$ cat src/rtl/t_ram_burst_ctrl.sv
// Burst sequencer in front of the single-port scratch RAM: turns one burst
// command into RAM write strobes or credit-limited reads returned via a skid FIFO.
module t_ram_burst_ctrl #(
    parameter int DW = 16,
    parameter int AW = 4
) (
    input  logic          clk,
    input  logic          sys_rst,
    input  logic          cmd_valid,
    output logic          cmd_ready,
    input  logic          cmd_we,
    input  logic [AW-1:0] cmd_addr,
    input  logic [AW-1:0] cmd_len,
    input  logic          wr_valid,
    output logic          wr_ready,
    input  logic [DW-1:0] wr_data,
    output logic          rd_valid,
    input  logic          rd_ready,
    output logic [DW-1:0] rd_data,
    output logic          ram_en,
    output logic          ram_we,
    output logic [AW-1:0] ram_addr,
    output logic [DW-1:0] ram_din,
    input  logic [DW-1:0] ram_dout,
    output logic          busy,
    output logic          done
);

    localparam logic [1:0] S_IDLE  = 2'd0;
    localparam logic [1:0] S_WR    = 2'd1;
    localparam logic [1:0] S_RD    = 2'd2;
    localparam logic [1:0] S_DRAIN = 2'd3;
    localparam logic [AW-1:0] A_ONE = AW'(1);

    logic [1:0]    state_q, state_d;
    logic [AW-1:0] cur_addr_q, cur_addr_d;
    logic [AW-1:0] remaining_q, remaining_d;
    logic          inflight_q, inflight_d;
    logic          done_q, done_d;
    logic [2:0]    cnt_q, cnt_d;
    logic [1:0]    wp_q, wp_d;
    logic [1:0]    rp_q, rp_d;
    logic [DW-1:0] mem_q [4];

    logic          wr_strobe;
    logic          rd_issue;
    logic          push;
    logic          pop;
    logic [2:0]    occ;

    assign push = inflight_q;
    assign pop  = rd_valid && rd_ready;
    // Words buffered plus the one still coming back from the RAM.
    assign occ  = cnt_q + {2'b00, inflight_q};

    always_comb begin
        state_d     = state_q;
        cur_addr_d  = cur_addr_q;
        remaining_d = remaining_q;
        done_d      = 1'b0;
        wr_strobe   = 1'b0;
        rd_issue    = 1'b0;
        unique case (state_q)
            S_IDLE: begin
                if (cmd_valid) begin
                    cur_addr_d  = cmd_addr;
                    remaining_d = cmd_len;
                    state_d     = cmd_we ? S_WR : S_RD;
                end
            end
            S_WR: begin
                if (wr_valid) begin
                    wr_strobe   = 1'b1;
                    cur_addr_d  = cur_addr_q + A_ONE;
                    remaining_d = remaining_q - A_ONE;
                    if (remaining_q == '0) begin
                        state_d = S_IDLE;
                        done_d  = 1'b1;
                    end
                end
            end
            S_RD: begin
                if (occ < 3'd4) begin
                    rd_issue    = 1'b1;
                    cur_addr_d  = cur_addr_q + A_ONE;
                    remaining_d = remaining_q - A_ONE;
                    if (remaining_q == '0) begin
                        state_d = S_DRAIN;
                    end
                end
            end
            S_DRAIN: begin
                if (!inflight_q && cnt_q == 3'd0) begin
                    state_d = S_IDLE;
                    done_d  = 1'b1;
                end
            end
            default: state_d = S_IDLE;
        endcase
    end

    always_comb begin
        inflight_d = rd_issue;
        wp_d       = push ? wp_q + 2'd1 : wp_q;
        rp_d       = pop ? rp_q + 2'd1 : rp_q;
        cnt_d      = cnt_q;
        unique case ({push, pop})
            2'b10:   cnt_d = cnt_q + 3'd1;
            2'b01:   cnt_d = cnt_q - 3'd1;
            default: cnt_d = cnt_q;
        endcase
    end

    always_ff @(posedge clk or posedge sys_rst) begin
        if (sys_rst) begin
            state_q     <= S_IDLE;
            cur_addr_q  <= '0;
            remaining_q <= '0;
            inflight_q  <= 1'b0;
            done_q      <= 1'b0;
            cnt_q       <= 3'd0;
            wp_q        <= 2'd0;
            rp_q        <= 2'd0;
        end else begin
            state_q     <= state_d;
            cur_addr_q  <= cur_addr_d;
            remaining_q <= remaining_d;
            inflight_q  <= inflight_d;
            done_q      <= done_d;
            cnt_q       <= cnt_d;
            wp_q        <= wp_d;
            rp_q        <= rp_d;
        end
    end

    // Payload storage needs no reset; occupancy is tracked by cnt_q.
    always_ff @(posedge clk) begin
        if (push) begin
            mem_q[wp_q] <= ram_dout;
        end
    end

    assign cmd_ready = (state_q == S_IDLE);
    assign busy      = (state_q != S_IDLE);
    assign wr_ready  = (state_q == S_WR);
    assign done      = done_q;
    assign rd_valid  = (cnt_q != 3'd0);
    assign rd_data   = mem_q[rp_q];
    assign ram_en    = wr_strobe || rd_issue;
    assign ram_we    = wr_strobe;
    assign ram_addr  = ram_en ? cur_addr_q : '0;
    assign ram_din   = wr_strobe ? wr_data : '0;

endmodule

$ cat config.mk
export PLATFORM = sky130hd
export DESIGN_NAME = t_ram_burst_ctrl
export DESIGN_NICKNAME = d
export VERILOG_FILES = /design/src/rtl/t_ram_burst_ctrl.sv
export SDC_FILE = /design/constraint.sdc
export NUM_CORES = 1
export LEC_CHECK = 0
export ABC_AREA = 1
export BUFFER_PORTS_ARGS = -buffer_cell sky130_fd_sc_hd__clkbuf_2
export CELL_PAD_IN_SITES_DETAIL_PLACEMENT = 1
export CELL_PAD_IN_SITES_GLOBAL_PLACEMENT = 1
export CORE_MARGIN = 2
export CORE_UTILIZATION = 41
export CTS_BUF_LIST = sky130_fd_sc_hd__clkbuf_16
export CTS_CLUSTER_SIZE = 12
export DETAILED_ROUTE_END_ITERATION = 6
export GPL_TIMING_DRIVEN = 0
export PLACE_DENSITY_LB_ADDON = 0.25
export SLEW_MARGIN = 20
export SYNTH_ARGS = -nofsm -noshare
export SYNTH_HDL_FRONTEND = slang
export SYNTH_SLANG_ARGS = --single-unit
$ cat constraint.sdc
create_clock -name clk -period 2.35 [get_ports clk]
set_input_delay 0.235 -clock clk [delete_from_list [all_inputs] [get_ports clk]]
set_output_delay 0.235 -clock clk [all_outputs]
set_load 0.005 [all_outputs]
After elaboration in Yosys (flattened, before gate mapping):

Memory sizes are Yosys's and may differ from the RTL's.
Cells that the tools add are included.

* register bits: 19
* RAM bits: 64
* input port bits: 46
* output and inout port bits: 43
* word-level logic and storage cells: 70
* memories kept: 1

* add/subtract/negate cells: 7
* magnitude comparators: 1
* equal/unequal tests: 11
* muxes and demuxes: 29
* reduce and logical (&&, ||, !) cells: 13

Memories
* mem_q: depth 4, width 16, read ports 1, clocked after memory_dff 0, wr ports 1, line 43 `logic [DW-1:0] mem_q [4];`

Operators with widths (count)
* 4-bit 2-to-1 mux: 7
* 4-bit case mux with 3 select lines: 2
* 16-bit 2-to-1 mux: 1
* 2-bit 2-to-1 mux: 7
* 2-bit != test, second input constant: 5
* 1-bit 2-to-1 mux: 9
* 2-bit case mux with 4 select lines: 1
* 2-bit == test, second input constant: 3
* 3-bit case mux with 2 select lines: 1
* 6-bit AND reduction: 1
* 3-bit nonzero test: 2
* 2-bit by 1-bit adder with 2-bit output, second input constant: 2
* 4-bit by 1-bit adder with 4-bit output, second input constant: 1
* 2-bit by 1-bit == test with 1-bit output, second input constant: 2
* 4-bit logical NOT: 1
* 4-bit AND reduction: 1
* 2-bit nonzero test: 2
* 4-bit by 1-bit subtractor with 4-bit output, second input constant: 1
* 3-bit by 1-bit adder with 3-bit output: 1
* 3-bit by 1-bit adder with 3-bit output, second input constant: 1
* 3-bit logical NOT: 1
* 3-bit less-than comparator, second input constant: 1
* 3-bit by 1-bit subtractor with 3-bit output, second input constant: 1
* 1-bit logical AND: 2
* 5 further kinds: 5

Depth between registers and ports, before layout:

* depth after elaboration: 6
* depth in mapped cells: 10
* depth with buffers taken out: 10

Worst setup path before layout:

OpenSTA, ideal clock, no wires.

* path type: reg2reg
* start point: register cnt_q[0]
* end point: register cnt_q[2]
* library setup time: 131 ps
* data arrival time: 1618 ps
* data required time: 2219 ps
* setup slack: 601 ps
* stages on the path, launching flop included: 11
* buffers on the path: 0
* period minus slack after synthesis: 1749 ps
* cells stage by stage: dfrtp_1 > inv_1 > nand2_1 > nand2_1 > inv_1 > ha_1 > inv_1 > fa_1 > a21oi_1 > o21ai_0 > xor2_1

* longest elaborated chain between the ends: 4
* elaborated cells on any way between the ends: 8
* those cells by class: add/sub: 2; eq/ne: 2; mux: 1; reduce/logical: 3

RTL lines
* start: declaration: line 40 `logic [2:0] cnt_q, cnt_d;`
* start signal: assignment: line 130 `cnt_q <= cnt_d;`
* 3-bit nonzero test *: line 147 `assign rd_valid = (cnt_q != 3'd0);`
* named net rd_valid: line 17 `output logic rd_valid,`
* 1-bit logical AND *: line 52 `assign pop = rd_valid && rd_ready;`
* 2-bit by 1-bit == test with 1-bit output or 2-bit == test (tied branches): line 107 `unique case ({push, pop})`
* 3-bit case mux with 2 select lines or 2-bit nonzero test (tied branches)

The timed path passes the listed nets; every way through them passes the cells marked *.
A chain may end at the register's enable or synchronous reset.

Final worst setup path:

* start point: register rp_q[0]
* end point: output rd_data[1]

* longest elaborated chain between the ends: 1

RTL lines
* start: declaration: line 42 `logic [1:0] rp_q, rp_d;`
* start signal: assignment: line 132 `rp_q <= rp_d;`
* memory 4 x 16 bit
* end: declaration: line 19 `output logic [DW-1:0] rd_data,`

Every way passes these cells.

==> impl_metrics.env <==
export IMPL_p_leak_nw=2.16
export IMPL_synth_top_family_by_area="simple AND/OR/NAND/NOR gates"
export IMPL_fin_skew_ns=0.00775
export IMPL_grt_pass1_vias=3033
export IMPL_seq_area_frac_synth_pct=63.6
export IMPL_grt_usage_pct=19.6
export IMPL_yosysWarningCount=0
export IMPL_fmax_mhz=475
export IMPL_synth_compound_area_share_pct=9.72
export IMPL_clock_root_buffer="clkbuf_16"
export IMPL_synth_xor_area_share_pct=1.16
export IMPL_synthAdderAreaFrac_pct=4.84
export IMPL_critPathArrivalTime_ns=1.87
export IMPL_cp_start_kind="flip-flop"
export IMPL_num_vias=2836
export IMPL_synthSimpleGateAreaFrac_pct=13.5
export IMPL_status="completed"
export IMPL_slew_headroom_pct=49.9
export IMPL_wirelength_um=9090
export IMPL_cts_tree="done"
export IMPL_gr_usage_met1_pct=23.7
export IMPL_grtUsageMet2_pct=35.1
export IMPL_die_w_um=99.9
export IMPL_gr_total_overflow=0
export IMPL_hpwlAfterDp_um=6290
export IMPL_grt_max_degree=20
export IMPL_worstSkewPairLatency_ns=0.33
export IMPL_numCtsBuffers=9
export IMPL_fin_setup_tns_ns=0
export IMPL_boundaryPins=89
export IMPL_synth_nets=417
export IMPL_drive_above_1_share_pct=25.4
export IMPL_ant_nets=0
export IMPL_core_um2=8810
export IMPL_cts_buffer_depth=2
export IMPL_fp_row_count=34
export IMPL_dieArea_um2=9980
export IMPL_path_class="reg -> out"
export IMPL_critPathMaxFanout=10
export IMPL_reg2reg_depth=10
export IMPL_areaGrowthSynthToFinish_pct=23.7
export IMPL_tightest_slew_ns=0.750
export IMPL_drc=0
export IMPL_numClockSinks=83
export IMPL_finalHoldViolCount=0
export IMPL_grt_busiest_layer="met2"
export IMPL_drt_iter0_markers=112
export IMPL_holdBufCountCts=0
export IMPL_gp_congestion=0.766
export IMPL_slew_viol_final=0
export IMPL_nFillCells=1012
export IMPL_nNetsFinal=516
export IMPL_cp_end_kind="output port"
export IMPL_hold_slack_ns=0.00463
export IMPL_fin_crit_sh_pct=89.6
export IMPL_synth_avg_cell_area_um2=10.6
export IMPL_dr_pass1_iters=4
export IMPL_viasPerCell=4.98
export IMPL_grt_antenna_before_repair=0
export IMPL_netlist_instances=357
export IMPL_rsz0062_at_grt="false"
export IMPL_setup_violations=0
export IMPL_cap_viol_max_count=0
export IMPL_initial_core_util_pct=42.8
export IMPL_power_density_nw_per_um2=1250
export IMPL_peakVddDrop_mv=0.489
export IMPL_holdCritPathClass="in -> async"
export IMPL_synth_seq_cells=83
export IMPL_min_period_ns=2.11
export IMPL_grt_pass1_wl_um=15000
export IMPL_met3_usage_pct=4.39
export IMPL_htreeDepth=3
export IMPL_port_buffers=88
export IMPL_netlist_area_um2=3770
export IMPL_cp_data_required_time_ns=2.12
export IMPL_path_clk_slew_ns=0.06
export IMPL_cts_setup_buffers=0
export IMPL_antenna_cells=0
export IMPL_routedWlPerCell_um=16.0
export IMPL_synth_mux_area_fraction_pct=0.531
export IMPL_die_h_um=99.9
export IMPL_synth_distinct_cells=24
==> placed cells by master, fill, tap and decap left out, drive strengths merged <==
master  netlist  routed
clkbuf        8     105
mux2i         2       2
clkinv        0       3
o21ai        43      43
fa            1       1
ha           13      13
or2           1       1
edfxtp       64      64
nand4         3       3
dfrtp        19      19
xor2          4       4
xnor2         1       1
nand2        56      56
a21oi         3       3
buf           4       4
o22ai        17      17
nand3        11      11
a21boi        3       3
bufinv        0       2
nor2         54      54
inv          50      52
==> cell type report <==
class / count / area [µm²] / area share, %
Buffer: 12 / 65.1 / 1.39
Clock buffer: 9 / 225 / 4.83
Clock inverter: 7 / 90.1 / 1.93
Inverter: 50 / 188 / 4.02
Multi-Input combinational cell: 212 / 1120 / 24.1
Sequential cell: 83 / 2400 / 51.4
Tap cell: 108 / 135 / 2.90
Timing Repair Buffer: 88 / 440 / 9.44
==> cell families (layout without fill, tap and decap cells) <==
kind of cell	after synthesis	count (layout)
AO/OA/AOI/OAI	66	66
XOR/XNOR	5	5
AND/OR/NAND/NOR	125	125
buffers and inverters	62	166
adder cells (fa/ha/maj)	14	14
flip-flops	83	83
multiplexers	2	2
==> flip-flops by register name, indices dropped and copies added (netlist names) <==
name / cells
cnt_q: 3
state_q: 2
wp_q: 2
mem_q: 64
rp_q: 2
done: 1
cur_addr_q: 4
inflight_q: 1
remaining_q: 4
==> per-layer routing <==
layer / up-vias / wire [µm]
met5: - / 0
met4: 0 / 91
met3: 5 / 491
met2: 97 / 4630
met1: 1344 / 3870
li1: 1390 / -
==> where the power goes <==
part	leakage, nW	switching, mW	total (mW)	internal [mW]
Sequential	0.811	0.214	2.08	1.86
Combinational	1.19	1.41	2.27	0.853
Clock	0.155	0.577	1.51	0.929
Total	2.16	2.20	5.85	3.64
==> worst max-delay path, stage by stage (launching register included) <==
cell	delay (ns)
dfrtp_1	0.45
inv_1	0.17
clkbuf_1	0.45
o21ai_0	0.17
o22ai_1	0.15
clkbuf_2	0.15
==> through the flow <==
step / utilization (%) / std cells / instance area, µm² / setup slack (ns) / power, mW
global placement: 49.4 / 553 / 4350 / 0.407 / 4.29
floorplan: - / 357 / 3770 / 0.601 / 3.51
detailed placement: 49.4 / 553 / 4350 / 0.351 / 4.40
global route: 53.0 / 569 / 4660 / 0.0491 / 6.30
CTS: 52.9 / 569 / 4660 / 0.0800 / 5.90
finish: 53.0 / 569 / 4660 / 0.244 / 5.85
==> repair_timing <==
item / in CTS / in global routing
hold endpoints to repair: 0 / 0
setup endpoints to repair: 0 / 2
resized for setup: 0 / 4
==> cell usage after synthesis <==
cell type / n / area share [%]
o21ai_0: 41 / 5.4
nor2_1: 54 / 5.4
buf_6: 2 / 0.60
nand4_1: 3 / 0.50
xnor2_1: 1 / 0.23
clkbuf_1: 8 / 0.80
o21ai_2: 2 / 0.46
inv_1: 49 / 4.9
nand2_1: 53 / 5.3
or2_2: 1 / 0.17
mux2i_1: 2 / 0.53
nand2_2: 3 / 0.50
ha_1: 13 / 4.3
o22ai_1: 17 / 2.8
xor2_1: 4 / 0.93
inv_2: 1 / 0.099
fa_1: 1 / 0.53
nand3_2: 2 / 0.53
buf_2: 2 / 0.27
nand3_1: 9 / 1.2
a21oi_1: 3 / 0.40
dfrtp_1: 19 / 13
a21boi_0: 3 / 0.60
edfxtp_1: 64 / 51
==> path summary, 6_finish.rpt <==
| kind | startpoint | end | slack, ns |
|---|---|---|---|
| min in group clk | ram_dout[5] | mem_q[3][5]$_DFFE_PP_ | 0.12 |
| worst max-delay path | rp_q[0]$_DFFE_PP0N_ | rd_data[1] | 0.24 |
| worst min-delay path | sys_rst | remaining_q[1]$_DFFE_PP0P_ | 0.005 |
| max in group asynchronous | sys_rst | state_q[0]$_DFFE_PP0P_ | 1.86 |
| worst min register to register | remaining_q[1]$_DFFE_PP0P_ | remaining_q[1]$_DFFE_PP0P_ | 0.50 |
| worst max register to register | cnt_q[0]$_DFFE_PP0P_ | cnt_q[2]$_DFFE_PP0P_ | 0.37 |
No activity file was read; power rests on OpenSTA's default activity.
